$ cat src/rtl/temporal_spike_encoder_if.sv
// Producer-side handshake bundle for the temporal spike encoder:
// one input vector (spike time plus null mask per input) with valid/ready.
interface temporal_spike_encoder_if #(
  parameter int INP  = 16,
  parameter int VRES = 3
);
  logic [INP-1:0][VRES-1:0] in_data;
  logic [INP-1:0]           in_mask;
  logic                     in_valid;
  logic                     in_ready;

  modport master (
    output in_data,
    output in_mask,
    output in_valid,
    input  in_ready
  );

  modport slave (
    input  in_data,
    input  in_mask,
    input  in_valid,
    output in_ready
  );
endinterface

$ cat src/rtl/temporal_spike_encoder.sv
// Temporal spike encoder: buffers one input vector and, on each gamma pulse, emits
// one 2^WRES-cycle pulse per unmasked input starting v cycles into the wave.
module temporal_spike_encoder #(
  parameter int INP  = 16,
  parameter int VRES = 3,
  parameter int WRES = 3
) (
  input  logic                    clk,
  input  logic                    rst,
  input  logic                    grst,
  temporal_spike_encoder_if.slave in_bus,
  output logic [INP-1:0]          spikes,
  output logic                    busy,
  output logic                    underflow
);
  localparam int CW = VRES + WRES + 1;
  localparam logic [CW-1:0] PULSE_W = CW'(2 ** WRES);
  localparam logic [CW-1:0] T_LAST  = CW'((2 ** VRES) + (2 ** WRES) - 2);
  localparam logic [CW-1:0] T_ONE   = CW'(1);

  typedef enum logic [0:0] {
    IDLE = 1'b0,
    RUN  = 1'b1
  } state_t;

  typedef logic [INP-1:0][VRES-1:0] vec_t;

  state_t         state_r, state_s;
  logic [CW-1:0]  t_r, t_s;
  vec_t           buf_data_r, buf_data_s;
  logic [INP-1:0] buf_mask_r, buf_mask_s;
  logic           buf_full_r, buf_full_s;
  vec_t           act_data_r, act_data_s;
  logic [INP-1:0] act_mask_r, act_mask_s;
  logic [INP-1:0] spikes_r, spikes_s;
  logic           busy_r;
  logic           underflow_r, underflow_s;
  logic           accept_s;

  // A pulse covers wave times [v, v + 2^WRES); the sum cannot overflow CW bits.
  function automatic logic pulse_on(input logic [CW-1:0] t, input logic [VRES-1:0] v);
    logic [CW-1:0] start;
    start = {{(CW - VRES){1'b0}}, v};
    return (t >= start) && (t < (start + PULSE_W));
  endfunction

  // Ready depends only on the buffer register and reset, never on grst or in_valid.
  assign in_bus.in_ready = !buf_full_r && !rst;

  // Next-state: gamma start/abort, wave counting, buffer capture and spike decode.
  always_comb begin
    state_s     = state_r;
    t_s         = t_r;
    act_data_s  = act_data_r;
    act_mask_s  = act_mask_r;
    underflow_s = 1'b0;
    spikes_s    = {INP{1'b0}};

    if (grst) begin
      if (buf_full_r) begin
        state_s    = RUN;
        t_s        = {CW{1'b0}};
        act_data_s = buf_data_r;
        act_mask_s = buf_mask_r;
      end else begin
        state_s     = IDLE;
        act_mask_s  = {INP{1'b0}};
        underflow_s = 1'b1;
      end
    end else if (state_r == RUN) begin
      if (t_r == T_LAST) begin
        state_s = IDLE;
      end else begin
        t_s = t_r + T_ONE;
      end
    end else begin
      state_s = IDLE;
    end

    // A vector accepted alongside grst is kept for the following wave.
    accept_s   = in_bus.in_valid && !buf_full_r;
    buf_data_s = accept_s ? in_bus.in_data : buf_data_r;
    buf_mask_s = accept_s ? in_bus.in_mask : buf_mask_r;
    buf_full_s = (buf_full_r && !grst) || accept_s;

    for (int i = 0; i < INP; i++) begin
      spikes_s[i] = (state_s == RUN) && act_mask_s[i] && pulse_on(t_s, act_data_s[i]);
    end
  end

  // State and output registers with synchronous reset.
  always_ff @(posedge clk) begin
    if (rst) begin
      state_r     <= IDLE;
      t_r         <= {CW{1'b0}};
      buf_data_r  <= {(INP * VRES){1'b0}};
      buf_mask_r  <= {INP{1'b0}};
      buf_full_r  <= 1'b0;
      act_data_r  <= {(INP * VRES){1'b0}};
      act_mask_r  <= {INP{1'b0}};
      spikes_r    <= {INP{1'b0}};
      busy_r      <= 1'b0;
      underflow_r <= 1'b0;
    end else begin
      state_r     <= state_s;
      t_r         <= t_s;
      buf_data_r  <= buf_data_s;
      buf_mask_r  <= buf_mask_s;
      buf_full_r  <= buf_full_s;
      act_data_r  <= act_data_s;
      act_mask_r  <= act_mask_s;
      spikes_r    <= spikes_s;
      busy_r      <= (state_s == RUN);
      underflow_r <= underflow_s;
    end
  end

  assign spikes    = spikes_r;
  assign busy      = busy_r;
  assign underflow = underflow_r;
endmodule

$ cat src/flat_wrapper.sv
// flat-port wrapper written by rule: the top's interface ports become plain ports
module temporal_spike_encoder_flat 
#(
  parameter int INP  = 16,
  parameter int VRES = 3,
  parameter int WRES = 3
)
  (clk, rst, grst, spikes, busy, underflow, in_bus_in_data, in_bus_in_mask, in_bus_in_valid, in_bus_in_ready);
  temporal_spike_encoder_if #(.INP(INP), .VRES(VRES)) in_bus_i ();
  input  logic clk;
  input  logic rst;
  input  logic grst;
  output logic [INP-1:0] spikes;
  output logic busy;
  output logic underflow;
  input wire logic [$bits(in_bus_i.in_data)-1:0] in_bus_in_data;
  input wire logic [$bits(in_bus_i.in_mask)-1:0] in_bus_in_mask;
  input wire logic [$bits(in_bus_i.in_valid)-1:0] in_bus_in_valid;
  output wire logic [$bits(in_bus_i.in_ready)-1:0] in_bus_in_ready;
  assign in_bus_i.in_data = in_bus_in_data;
  assign in_bus_i.in_mask = in_bus_in_mask;
  assign in_bus_i.in_valid = in_bus_in_valid;
  assign in_bus_in_ready = in_bus_i.in_ready;
  temporal_spike_encoder #(.INP(INP), .VRES(VRES), .WRES(WRES)) u_core (.clk(clk), .rst(rst), .grst(grst), .in_bus(in_bus_i), .spikes(spikes), .busy(busy), .underflow(underflow));
endmodule
$ cat config.mk
export PLATFORM = sky130hd
export DESIGN_NAME = temporal_spike_encoder_flat
export DESIGN_NICKNAME = d
export VERILOG_FILES = /design/src/rtl/temporal_spike_encoder_if.sv /design/src/rtl/temporal_spike_encoder.sv /design/src/flat_wrapper.sv
export SDC_FILE = /design/constraint.sdc
export NUM_CORES = 1
export LEC_CHECK = 0
export CAP_MARGIN = 20
export CORE_MARGIN = 2
export CORE_UTILIZATION = 30
export DETAILED_ROUTE_END_ITERATION = 8
export MAX_ROUTING_LAYER = met4
export SLEW_MARGIN = 20
export SYNTH_ARGS = -nofsm -noshare
export SYNTH_HDL_FRONTEND = slang
export SYNTH_SLANG_ARGS = --single-unit
$ cat constraint.sdc
create_clock -name clk -period 11.59 [get_ports clk]
set_clock_uncertainty 0.2 [all_clocks]
set_input_delay 3.477 -clock clk [delete_from_list [all_inputs] [get_ports clk]]
set_output_delay 3.477 -clock clk [all_outputs]
set_load 0.03 [all_outputs]
# Yosys cells after proc, flatten, opt, wreduce, memory -nomap -nowiden
# Cells that the tools add are included.
dict set report totals {
  out_inout_bits 19
  reg_bits 154
  elab_cells 159
}
dict set report op_classes {
  n_mux 13
  eq_ne 1
  bitwise 1
  n_addsub 17
  n_reduce_logical 56
  n_lt_le_gt_ge 32
}
# cell count
set op_table {}
lappend op_table {{$ge 7x3->1} 16}
lappend op_table {{$lt 7x7->1} 16}
lappend op_table {{$mux 48} 2}
lappend op_table {{$add 3x4->5 const B} 16}
lappend op_table {{$logic_and 1x1->1} 51}
lappend op_table {{$mux 16} 2}
lappend op_table {{$mux 7} 4}
lappend op_table {{$add 7x1->7 const B} 1}
lappend op_table {{$eq 7x4->1 const B} 1}
lappend op_table {{$mux 1} 5}
lappend op_table {{$logic_not 1->1} 3}
lappend op_table {{$reduce_or 2->1} 1}
lappend op_table {{$logic_or 1x1->1} 1}
lappend op_table {{$not 1->1} 1}

# Logic depth before layout (Yosys ltp)
# Gate-level depths: netlist of the first run.
dict set report depth {
  depth_word 7
  mapped_depth 12
}

# Worst setup path before layout of the first run
# OpenSTA, ideal clock, no wires.
dict set report synth_timing {
  path_type {input to output}
  startpoint {input port rst}
  endpoint {output port in_bus_in_ready}
  path_stages 3
  required_time_ns 7.913
  path_slack_ns 3.637
  arrival_ns 4.276
  cell_sequence {clkbuf_1 -> clkbuf_1 -> nor2_1}
}
dict set report synth_via {
  elab_chain_len 2
}
# item line
set synth_lines {}
lappend synth_lines {{start, declared} flat_wrapper.sv:11} ;# input logic rst;
lappend synth_lines {{$logic_not 1->1} temporal_spike_encoder.sv:48} ;# assign in_bus.in_ready = !buf_full_r && !rst;
lappend synth_lines {{$logic_and 1x1->1} temporal_spike_encoder.sv:48}
lappend synth_lines {{end, declared} flat_wrapper.sv:19} ;# output wire logic [$bits(in_bus_i.in_ready)-1:0] in_bus_in_ready;
# No other way between the ends.

# Worst setup path in the final report of the first run
# Ends and elaborated chain as after synthesis.

==> results of run 1 <==
per-layer routing:
metal  vias to the layer above  GRT usage [%]
met5                         -              -
met4                         0           3.54
met3                        14           3.54
met1                      2713           17.9
li1                       2975              -
met2                        82           25.0
power by group:
part / internal (W) / switching, W / total [W]
logic: 0.0000460 / 0.0000572 / 0.000103
clock network: 0.000277 / 0.000213 / 0.000490
registers: 0.000547 / 0.0000103 / 0.000557
total: 0.000869 / 0.000281 / 0.00115
registers in the layout, indices dropped and copies added, names as in the netlist:
register           cells
u_core.t_r             7
u_core.act_data_r     48
u_core.buf_mask_r     16
u_core.spikes         16
u_core.buf_full_r      1
u_core.underflow       1
u_core.buf_data_r     48
u_core.act_mask_r     16
u_core.state_r         1
worst min-delay path: stages (launching register included):
cell and delay, ns:
sky130_fd_sc_hd__dfxtp_1 0.31, sky130_fd_sc_hd__nand2_1 0.05, sky130_fd_sc_hd__a21oi_1 0.05
cell usage after synthesis (3+ instances only):
master                     instances
sky130_fd_sc_hd__nand2_1         164
sky130_fd_sc_hd__dfxtp_1         154
sky130_fd_sc_hd__a21oi_1         133
sky130_fd_sc_hd__nor2_1           70
sky130_fd_sc_hd__ha_1             34
sky130_fd_sc_hd__nand3_1          34
sky130_fd_sc_hd__mux2i_1          33
sky130_fd_sc_hd__clkbuf_1         30
sky130_fd_sc_hd__nor3b_1          23
sky130_fd_sc_hd__nand2b_1         20
sky130_fd_sc_hd__buf_2            19
sky130_fd_sc_hd__inv_1            18
sky130_fd_sc_hd__a221o_1          16
sky130_fd_sc_hd__nand4_1          16
sky130_fd_sc_hd__nor3b_2          11
sky130_fd_sc_hd__o21ai_1          10
sky130_fd_sc_hd__o21ai_0           8
sky130_fd_sc_hd__buf_4             4
sky130_fd_sc_hd__nor2b_1           4
sky130_fd_sc_hd__buf_1             3
sky130_fd_sc_hd__nand2_2           3
how the worst max path moves through the flow:
stage                      end  depth (start not counted)
2_1_floorplan  in_bus_in_ready                          3
3_3_place_gp   in_bus_in_ready                          3
3_5_place_dp   in_bus_in_ready                          3
4_1_cts        in_bus_in_ready                          3
5_1_grt        in_bus_in_ready                          3
6_report       in_bus_in_ready                          3
final cells by class:
cell class | count | area share, %
Timing Repair Buffer | 97 | 11.0
Multi-Input combinational cell | 604 | 41.8
Clock inverter | 10 | 0.831
Sequential cell | 154 | 35.9
Tap cell | 313 | 4.56
Clock buffer | 20 | 5.20
Inverter | 18 | 0.787
kinds of logic after synthesis:
family | synth area share (%)
flops | 44.1
compound gates | 15.0
mux | 4.73
simple gates | 25.2
fa+ha+maj | 6.09
buf+inv | 4.85
metrics by stage:
| stage | setup slack, ns | cell area [sq um] | power [W] |
|---|---|---|---|
| floorplan | 3.64 | 6990 | 0.000629 |
| global placement | 3.13 | 8070 | 0.000672 |
| detailed placement | 3.16 | 8070 | 0.000674 |
| CTS | 3.16 | 8580 | 0.00117 |
| global route | 3.08 | 8590 | 0.00120 |
| finish | 3.19 | 8590 | 0.00115 |
==> flow_summary.rst, run 1 <==
.. list-table::
   :header-rows: 1

   * - Metric
     - Value
   * - Cells taking the most area after synthesis
     - sky130_fd_sc_hd__dfxtp_1, sky130_fd_sc_hd__a21oi_1, sky130_fd_sc_hd__nand2_1
   * - Met1 WL
     - roughly 7.8 mm
   * - Top-level port count
     - 87
   * - Setup repair after global routing missed its margin
     - false
   * - Nets
     - 994
   * - Sequential cell area
     - around 0.0031 sq mm
   * - Wire length of the first global-routing pass
     - between 20 and 30 mm
   * - Setup Fix Bufs, Post-CTS
     - 0
   * - Placed wire-length estimate after detailed placement
     - between 10 and 15 mm
   * - Leading cell types in the layout, fill and taps excluded
     - sky130_fd_sc_hd__nand2_1, sky130_fd_sc_hd__dfxtp_1, sky130_fd_sc_hd__a21oi_1
   * - Max Clk Rate
     - about 120 MHz
   * - Total number of vias
     - 5,784
   * - Yosys top cell area share
     - 44.1%
   * - Type of element launching the critical path
     - primary input
   * - Starting utilization of the core area
     - a little under a third
   * - Cell Chain, Critical Path
     - buf_4 -> nor2_1 -> clkdlybuf4s50_1
   * - Worst Path Class, Setup
     - primary input to output pin
   * - Post-layout instance count excluding filler cells
     - roughly 1,200
   * - Height of the chip
     - about 160 um
   * - Slowest cell delay on critical path
     - 0.62 ns
   * - FF-to-FF Start
     - u_core.buf_full_r
   * - Number of I/O port buffers
     - between 80 and 90
   * - Post-CTS sizing
     - 0
   * - Power per standard cell area
     - 134 mW/mm^2
   * - Minimum clock period after layout
     - about 8.4 ns
   * - Detail Route met3 WL
     - about 550 um
   * - Largest fanout on the critical path
     - 65
   * - Maximum number of buffers from clock root to sink
     - 2
   * - Origin of the worst min-delay path
     - u_core.buf_data_r[41]
   * - Worst Hold Class
     - flip-flop to flip-flop
   * - Post-detailed-route wirelength per cell
     - 14.0 um
   * - Required @ worst endpoint
     - about 7.9 ns
   * - Number of enable-type register cells in the synthesized netlist
     - 0
   * - Arrival time at the worst endpoint
     - ~4.7 ns
   * - Clock sink count
     - 154
   * - FF-to-FF path depth
     - 10
   * - Kind of capture point of the worst setup path
     - output pin
   * - Status
     - finished clean
   * - Clock insertion delay at the later pin of the skew report
     - approximately 0.42 ns
   * - Max-cap check violation count
     - 0
   * - Detail-routed via count per cell
     - 4.76
   * - Layout overhead on the synthesized area
     - 22.9%
   * - Finished Core Util
     - between 30% and 40%
   * - Ant. Diodes
     - 0
   * - Setup TNS Final
     - 0 ns
   * - Clock transition at path regs
     - ~0.060 ns
   * - Worst slew pin tran
     - 0.930 ns
   * - CTS tree
     - built
   * - Number of synthesized register bits
     - between 150 and 200
   * - R2R Setup Slk
     - 8.42 ns
   * - Overall Global Routing Usage
     - about 15%
   * - Worst slew slack as a fraction of its limit
     - a little under two fifths
   * - Count of unique library cells instantiated by Yosys
     - between 40 and 50
   * - Crit path from
     - rst
   * - Gate Count Post-Synth
     - around 830
   * - Buffers plus inverters on the worst setup path
     - 2
   * - Netlist Area Pre-Place
     - 0.00699 sq mm
   * - Final setup viols
     - 0
   * - Top cell type by total area after synthesis
     - sky130_fd_sc_hd__dfxtp_1
   * - Global route total overflow
     - 0
   * - Count of cells along the worst hold path
     - 2
   * - Share of flip-flops with an asynchronous set or reset after synthesis
     - 0%
   * - Met2 wire length
     - about 8.5 mm
   * - Gate family responsible for the most delay along the worst path
     - buffers and inverters
   * - H-tree levels
     - 4
   * - Total Routed Length
     - between 15 and 20 mm
   * - Number of DRC markers after the initial detailed-route iteration
     - 403
   * - Maximum number of pins on one net before global-route repair
     - between 70 and 80
   * - Final weighted congestion in routability-driven placement
     - between 0.7 and 0.8
   * - Syn_area_per_cell
     - 8.38 sq um
   * - Leading cell type in the layout, fill and taps excluded
     - sky130_fd_sc_hd__nand2_1
   * - Warning count from the yosys run
     - 0
   * - Leakage dissipation
     - ~3.4 nW
   * - Core Box Area
     - 0.0228 sq mm
   * - Hold buffers post-CTS
     - 0
   * - Post-synthesis net count
     - 936
   * - Clock root buffer
     - sky130_fd_sc_hd__clkbuf_16
   * - Die width
     - between 150 and 200 um
   * - Multi-input logic area
     - approximately 0.0036 sq mm
   * - Hold slack final
     - ~0.25 ns
   * - Hold Path Sink
     - u_core.buf_data_r[41]
   * - Dominant register cell in the synthesized netlist
     - sky130_fd_sc_hd__dfxtp_1
   * - Final worst path period share
     - 72.5%
   * - Placed insts
     - 1,186
   * - Number of global-route vias before repair
     - between 5,000 and 6,000
   * - Slew Limit Fails
     - 0
   * - Cell Rows
     - 55
   * - Initial DRT Pass Iterations
     - 4
   * - IR Drop Worst-Case VDD
     - 78.9 uV
   * - Count of endpoints failing hold in the final timing report
     - 0
   * - DRC violation count after routing
     - 0
   * - Overall die area
     - approximately 0.025 sq mm
   * - Sequential-to-total area share from yosys stat
     - about 44%
   * - Total clock buffers created by CTS
     - 17
   * - Initial antenna violation count
     - 0
   * - Layout cell share with drive strength beyond 1
     - around 7.6%
   * - Highest routed metal layer
     - met4
   * - Antenna violation net count after detailed routing
     - 0
   * - Number of filler instances in the final layout
     - between 2,000 and 2,500
   * - Worst flop-to-flop path endpoint
     - u_core.spikes[6]
   * - Cell type of the slowest stage on the worst timing path
     - sky130_fd_sc_hd__clkdlybuf4s50_1
Power figures use the tool's default switching activity.
==> inputs of run 2 (changes only) <==
==> constraint.sdc (replaced) <==
create_clock -name clk -period 8.8 [get_ports clk]
set_clock_uncertainty 0.2 [all_clocks]
set_input_delay 2.64 -clock clk [delete_from_list [all_inputs] [get_ports clk]]
set_output_delay 2.64 -clock clk [all_outputs]
set_load 0.03 [all_outputs]
==> run 2 against run 1 <==
Cell count hardly changed; critical path depth stayed put; utilization is 0.47 points higher; largest power group is now the clock network; clock-buffer cell count is 1 higher; largest cell class unchanged; sequential power is 32% higher; design area is 1.3% higher; worst setup slack worse by 0.93 ns; power is 43% higher; die area stayed put; critical path type unchanged; clock power is 58% higher.
==> flow_summary.rst, run 2 (synthesized netlist as in run 1, its figures left out) <==
.. list-table::
   :header-rows: 1

   * - Metric
     - Value
   * - FF-to-FF path depth
     - 10
   * - Global route total overflow
     - 0
   * - Number of I/O port buffers
     - 86
   * - Count of endpoints failing hold in the final timing report
     - 0
   * - Worst slew pin tran
     - 1.04 ns
   * - R2R Setup Slk
     - around 5.6 ns
   * - Post-Place Cell Area
     - ~0.0081 sq mm
   * - Initial antenna violation count
     - 0
   * - Cell Chain, Critical Path
     - buf_4 -> nor2_1 -> clkdlybuf4s50_1
   * - Antenna violation net count after detailed routing
     - 0
   * - Cell Rows
     - 55
   * - Initial DRT Pass Iterations
     - 5
   * - Required @ worst endpoint
     - 5.96 ns
   * - Final worst path period share
     - between 70% and 80%
   * - Setup repair after global routing missed its margin
     - false
   * - Core Box Area
     - 0.0228 sq mm
   * - Post-CTS sizing
     - 0
   * - Top-level port count
     - just under 90
   * - Detail-routed via count per cell
     - roughly 4.8
   * - DRC violation count after routing
     - 0
   * - Minimum clock period after layout
     - around 6.5 ns
   * - Number of DRC markers after the initial detailed-route iteration
     - 364
   * - Setup Fix Bufs, Post-CTS
     - 0
   * - Worst Path Class, Setup
     - primary input to output pin
   * - Final design area excluding fillers
     - 0.00869 sq mm
   * - Slew Limit Fails
     - 0
   * - Wire length of the first global-routing pass
     - around 28 mm
   * - Total clock buffers created by CTS
     - 17
   * - Slowest cell delay on critical path
     - between 0.6 and 0.7 ns
   * - Nets
     - 994
   * - Layout overhead on the synthesized area
     - 24.4%
   * - Max-cap check violation count
     - 0
   * - Count of cells along the worst hold path
     - 2
   * - Ant. Diodes
     - 0
   * - Cell type of the slowest stage on the worst timing path
     - sky130_fd_sc_hd__clkdlybuf4s50_1
   * - H-tree levels
     - 4
   * - Post-layout instance count excluding filler cells
     - between 1,000 and 1,500
   * - Starting utilization of the core area
     - around 31%
   * - Worst slew slack as a fraction of its limit
     - between 20% and 30%
   * - Arrival time at the worst endpoint
     - around 3.7 ns
   * - Total number of vias
     - 5,794
   * - Placed wire-length estimate after detailed placement
     - around 11 mm
   * - Overall die area
     - between 0.02 and 0.025 sq mm
   * - Number of global-route vias before repair
     - ~5,700
   * - Hold slack final
     - approximately 0.25 ns
   * - Clock insertion delay at the later pin of the skew report
     - 0.42 ns
   * - Total Routed Length
     - between 15 and 20 mm
   * - Largest fanout on the critical path
     - 40
   * - Worst Hold Class
     - flip-flop to flip-flop
   * - Hold buffers post-CTS
     - 0
   * - Layout cell share with drive strength beyond 1
     - 7.74%
   * - CTS tree
     - built
   * - Clock sink count
     - roughly 150
   * - Clock transition at path regs
     - 0.06 ns
   * - Clock root buffer
     - sky130_fd_sc_hd__clkbuf_16
   * - Post-detailed-route wirelength per cell
     - roughly 14 um
   * - Maximum number of pins on one net before global-route repair
     - approximately 100
   * - Regs by FF count
     - u_core.act_data_r (48), u_core.buf_data_r (48)
   * - Type of element launching the critical path
     - primary input
   * - Die width
     - between 150 and 200 um
   * - Setup TNS Final
     - 0 ns
   * - IR Drop Worst-Case VDD
     - ~130 uV
   * - Final weighted congestion in routability-driven placement
     - ~0.75
   * - Height of the chip
     - about 160 um
   * - Overall Global Routing Usage
     - 15.1%
   * - Power per standard cell area
     - ~190 mW/mm^2
   * - Leakage dissipation
     - 3.44 nW
   * - Leading cell types in the layout, fill and taps excluded
     - sky130_fd_sc_hd__nand2_1, sky130_fd_sc_hd__dfxtp_1, sky130_fd_sc_hd__a21oi_1
   * - Kind of capture point of the worst setup path
     - output pin
   * - Placed insts
     - 1,186
   * - Final setup viols
     - 0
   * - Finished Core Util
     - around two fifths
   * - Leading cell type in the layout, fill and taps excluded
     - sky130_fd_sc_hd__nand2_1
   * - Maximum number of buffers from clock root to sink
     - 2
   * - Max Clk Rate
     - roughly 150 MHz
   * - Status
     - finished clean
==> run 2: final cells by class <==
cell class / instances / area [sq um]
fill: 2315 / 14100
multi-input combinational: 604 / 3580
sequential: 154 / 3080
timing repair buffer: 97 / 941
clock buffer: 21 / 460
tap: 313 / 392
clock inverter: 10 / 165
inverter: 18 / 67.6
==> run 2: routing by layer <==
layer	vias up	part of all wire [%]	global-route usage, %
li1	2979	-	-
met1	2725	47	18.1
met2	82	49	25.7
met3	8	3.3	3.52
met4	0	0.78	3.49
met5	-	0	-
==> run 2: per-stage QoR <==
| stage | total power, W | setup slack, ns |
|---|---|---|
| after floorplan | 0.000829 | 2.52 |
| after global placement | 0.000886 | 2.24 |
| after detailed placement | 0.000887 | 2.24 |
| after CTS | 0.00167 | 2.24 |
| after global routing | 0.00172 | 2.18 |
| final | 0.00164 | 2.26 |
==> run 2: power by group <==
group / internal [W] / total [W] / switching [W]
sequential: 0.000720 / 0.000734 / 0.0000140
clock: 0.000490 / 0.000775 / 0.000285
combinational: 0.0000606 / 0.000136 / 0.0000752
total: 0.00127 / 0.00164 / 0.000375
==> run 2: worst paths after layout <==
kind,from,end
worst min-delay path,u_core.buf_data_r[28],u_core.buf_data_r[28]
worst max register to register,u_core.buf_full_r,u_core.spikes[6]
worst min register to register,u_core.buf_data_r[28],u_core.buf_data_r[28]
worst max-delay path,rst,in_bus_in_ready
==> run 2: worst max-delay path, delay by kind of cell <==
kind          cells  cell delay [ns]
buf+inv           2             0.91
simple gates      1             0.14
==> inputs of run 3 (changes only) <==
==> constraint.sdc (replaced) <==
create_clock -name clk -period 6 [get_ports clk]
set_clock_uncertainty 0.2 [all_clocks]
set_input_delay 1.8 -clock clk [delete_from_list [all_inputs] [get_ports clk]]
set_output_delay 1.8 -clock clk [all_outputs]
set_load 0.03 [all_outputs]
==> run 3 against run 2 <==
Worst hold slack improved by 0.0025 ns; clock-buffer cell count grew 1; cell count increased by 0.41%; largest cell class unchanged; largest power group unchanged; highest routed layer unchanged.
==> flow_summary.rst, run 3 (synthesized netlist as in run 1, its figures left out) <==
.. list-table::
   :header-rows: 1

   * - Metric
     - Value
   * - Status
     - finished clean
   * - Leading cell types in the layout, fill and taps excluded
     - sky130_fd_sc_hd__nand2_1, sky130_fd_sc_hd__dfxtp_1, sky130_fd_sc_hd__a21oi_1
   * - Kind of capture point of the worst setup path
     - output pin
   * - Slowest cell delay on critical path
     - around 0.67 ns
   * - Worst Hold Class
     - flip-flop to flip-flop
   * - Clock root buffer
     - sky130_fd_sc_hd__clkbuf_16
   * - Final weighted congestion in routability-driven placement
     - about 0.79
   * - IR Drop Worst-Case VDD
     - approximately 130 uV
   * - Core Box Area
     - approximately 0.023 sq mm
   * - Number of global-route vias before repair
     - around 5,600
   * - Worst Path Class, Setup
     - primary input to output pin
   * - Max-cap check violation count
     - 0
   * - Setup TNS Final
     - 0 ns
   * - Nets
     - about 1,000
   * - Wire length of the first global-routing pass
     - roughly 28 mm
   * - Regs by FF count
     - u_core.act_data_r (48), u_core.buf_data_r (48)
   * - Largest fanout on the critical path
     - 33
   * - Final worst path period share
     - 80.3%
   * - Arrival time at the worst endpoint
     - ~2.8 ns
   * - Buffers plus inverters on the worst setup path
     - 2
   * - Worst slew pin tran
     - approximately 0.9 ns
   * - Post-layout instance count excluding filler cells
     - between 1,000 and 1,500
   * - Minimum clock period after layout
     - 4.82 ns
   * - Finished Core Util
     - 38.4%
   * - Hold slack final
     - ~0.25 ns
   * - Die width
     - ~160 um
   * - CTS tree
     - built
   * - Hold buffers post-CTS
     - 0
   * - DRC violation count after routing
     - 0
   * - Placed insts
     - between 1,000 and 1,500
   * - Detail-routed via count per cell
     - approximately 4.8
   * - Worst slack, placed
     - 1.04 ns
   * - Initial DRT Pass Iterations
     - 4
   * - Worst slew slack as a fraction of its limit
     - about two fifths
   * - Maximum number of pins on one net before global-route repair
     - approximately 110
   * - Total number of vias
     - 5,849
   * - Overall Global Routing Usage
     - 15.3%
   * - Cell Chain, Critical Path
     - buf_4 -> nor2_1 -> clkdlybuf4s50_1
   * - Clock sink count
     - roughly 150
   * - Total Routed Length
     - ~18 mm
   * - Top-level port count
     - between 80 and 90
   * - Overall die area
     - between 0.02 and 0.025 sq mm
   * - Number of DRC markers after the initial detailed-route iteration
     - 311
   * - Final worst-path setup slack
     - ~1.2 ns
   * - Starting utilization of the core area
     - a little under a third
   * - Setup Fix Bufs, Post-CTS
     - 0
   * - Initial antenna violation count
     - 0
   * - Clock insertion delay at the later pin of the skew report
     - around 0.43 ns
   * - H-tree levels
     - 4
   * - Final setup viols
     - 0
   * - Post-CTS sizing
     - 0
   * - Height of the chip
     - roughly 160 um
   * - Required @ worst endpoint
     - 4.00 ns
   * - Number of I/O port buffers
     - 86
   * - Count of endpoints failing hold in the final timing report
     - 0
   * - Antenna violation net count after detailed routing
     - 0
   * - Maximum number of buffers from clock root to sink
     - 2
   * - Cell Rows
     - 55
   * - Layout overhead on the synthesized area
     - 25.0%
   * - Cell type of the slowest stage on the worst timing path
     - sky130_fd_sc_hd__clkdlybuf4s50_1
   * - Global route total overflow
     - 0
   * - Ant. Diodes
     - 0
   * - Slew Limit Fails
     - 0
   * - Setup repair after global routing missed its margin
     - false
   * - Layout cell share with drive strength beyond 1
     - approximately 7.9%
   * - Gate family responsible for the most delay along the worst path
     - buffers and inverters
   * - Power per standard cell area
     - between 200 and 300 mW/mm^2
   * - Type of element launching the critical path
     - primary input
   * - Post-detailed-route wirelength per cell
     - 14.4 um
   * - Max Clk Rate
     - around 210 MHz
   * - Clock transition at path regs
     - about 0.06 ns
   * - Leading cell type in the layout, fill and taps excluded
     - sky130_fd_sc_hd__nand2_1
   * - Leakage dissipation
     - between 3 and 4 nW
   * - Total clock buffers created by CTS
     - 17
   * - Placed wire-length estimate after detailed placement
     - 11.8 mm
[run 3: worst paths after layout]
check / cells after the start / to / start / slack, ns
worst max register to register: 12 / u_core.spikes[4] / u_core.t_r[0] / 3.08
worst min-delay path: 2 / u_core.buf_data_r[19] / u_core.buf_data_r[19] / 0.25
worst max-delay path: 3 / in_bus_in_ready / rst / 1.18
worst min register to register: 2 / u_core.buf_data_r[19] / u_core.buf_data_r[19] / 0.25
[run 3: area by class of cell]
cell class              count  area, sq um
clock inverters            10          163
clock buffers              22          464
flip-flops and latches    154         3080
repair buffers            101          987
fillers                  2372        14000
well taps                 313          392
multi-input cells         604         3580
inverters                  18         67.6
[run 3: power breakdown]
part	internal [W]	total (W)	switching (W)
registers	0.00106	0.00108	0.0000204
logic	0.0000909	0.000202	0.000111
clock network	0.000719	0.00114	0.000424
[run 3: worst register-to-register path, delay by kind of cell, from the launching register on]
| family | cells | cell delay [ns] |
|---|---|---|
| simple gates | 6 | 1.14 |
| flops | 1 | 0.42 |
| buf+inv | 2 | 0.40 |
| fa+ha+maj | 2 | 0.40 |
| compound gates | 2 | 0.29 |
[run 3: metrics by stage]
step / instance area, sq um / power (W)
6_report: 8740 / 0.00242
5_1_grt: 8740 / 0.00251
4_1_cts: 8730 / 0.00245
3_5_place_dp: 8110 / 0.00130
3_3_place_gp: 8110 / 0.00130
2_1_floorplan: 6990 / 0.00122
[run 3: layer usage]
layer | global-route usage (%) | share of wire, % | vias to the layer above
li1 | - | - | 2994
met1 | 18.1 | 45 | 2729
met2 | 26.1 | 50 | 113
met3 | 3.57 | 4.0 | 13
met4 | 4.19 | 1.1 | 0
met5 | - | 0 | -
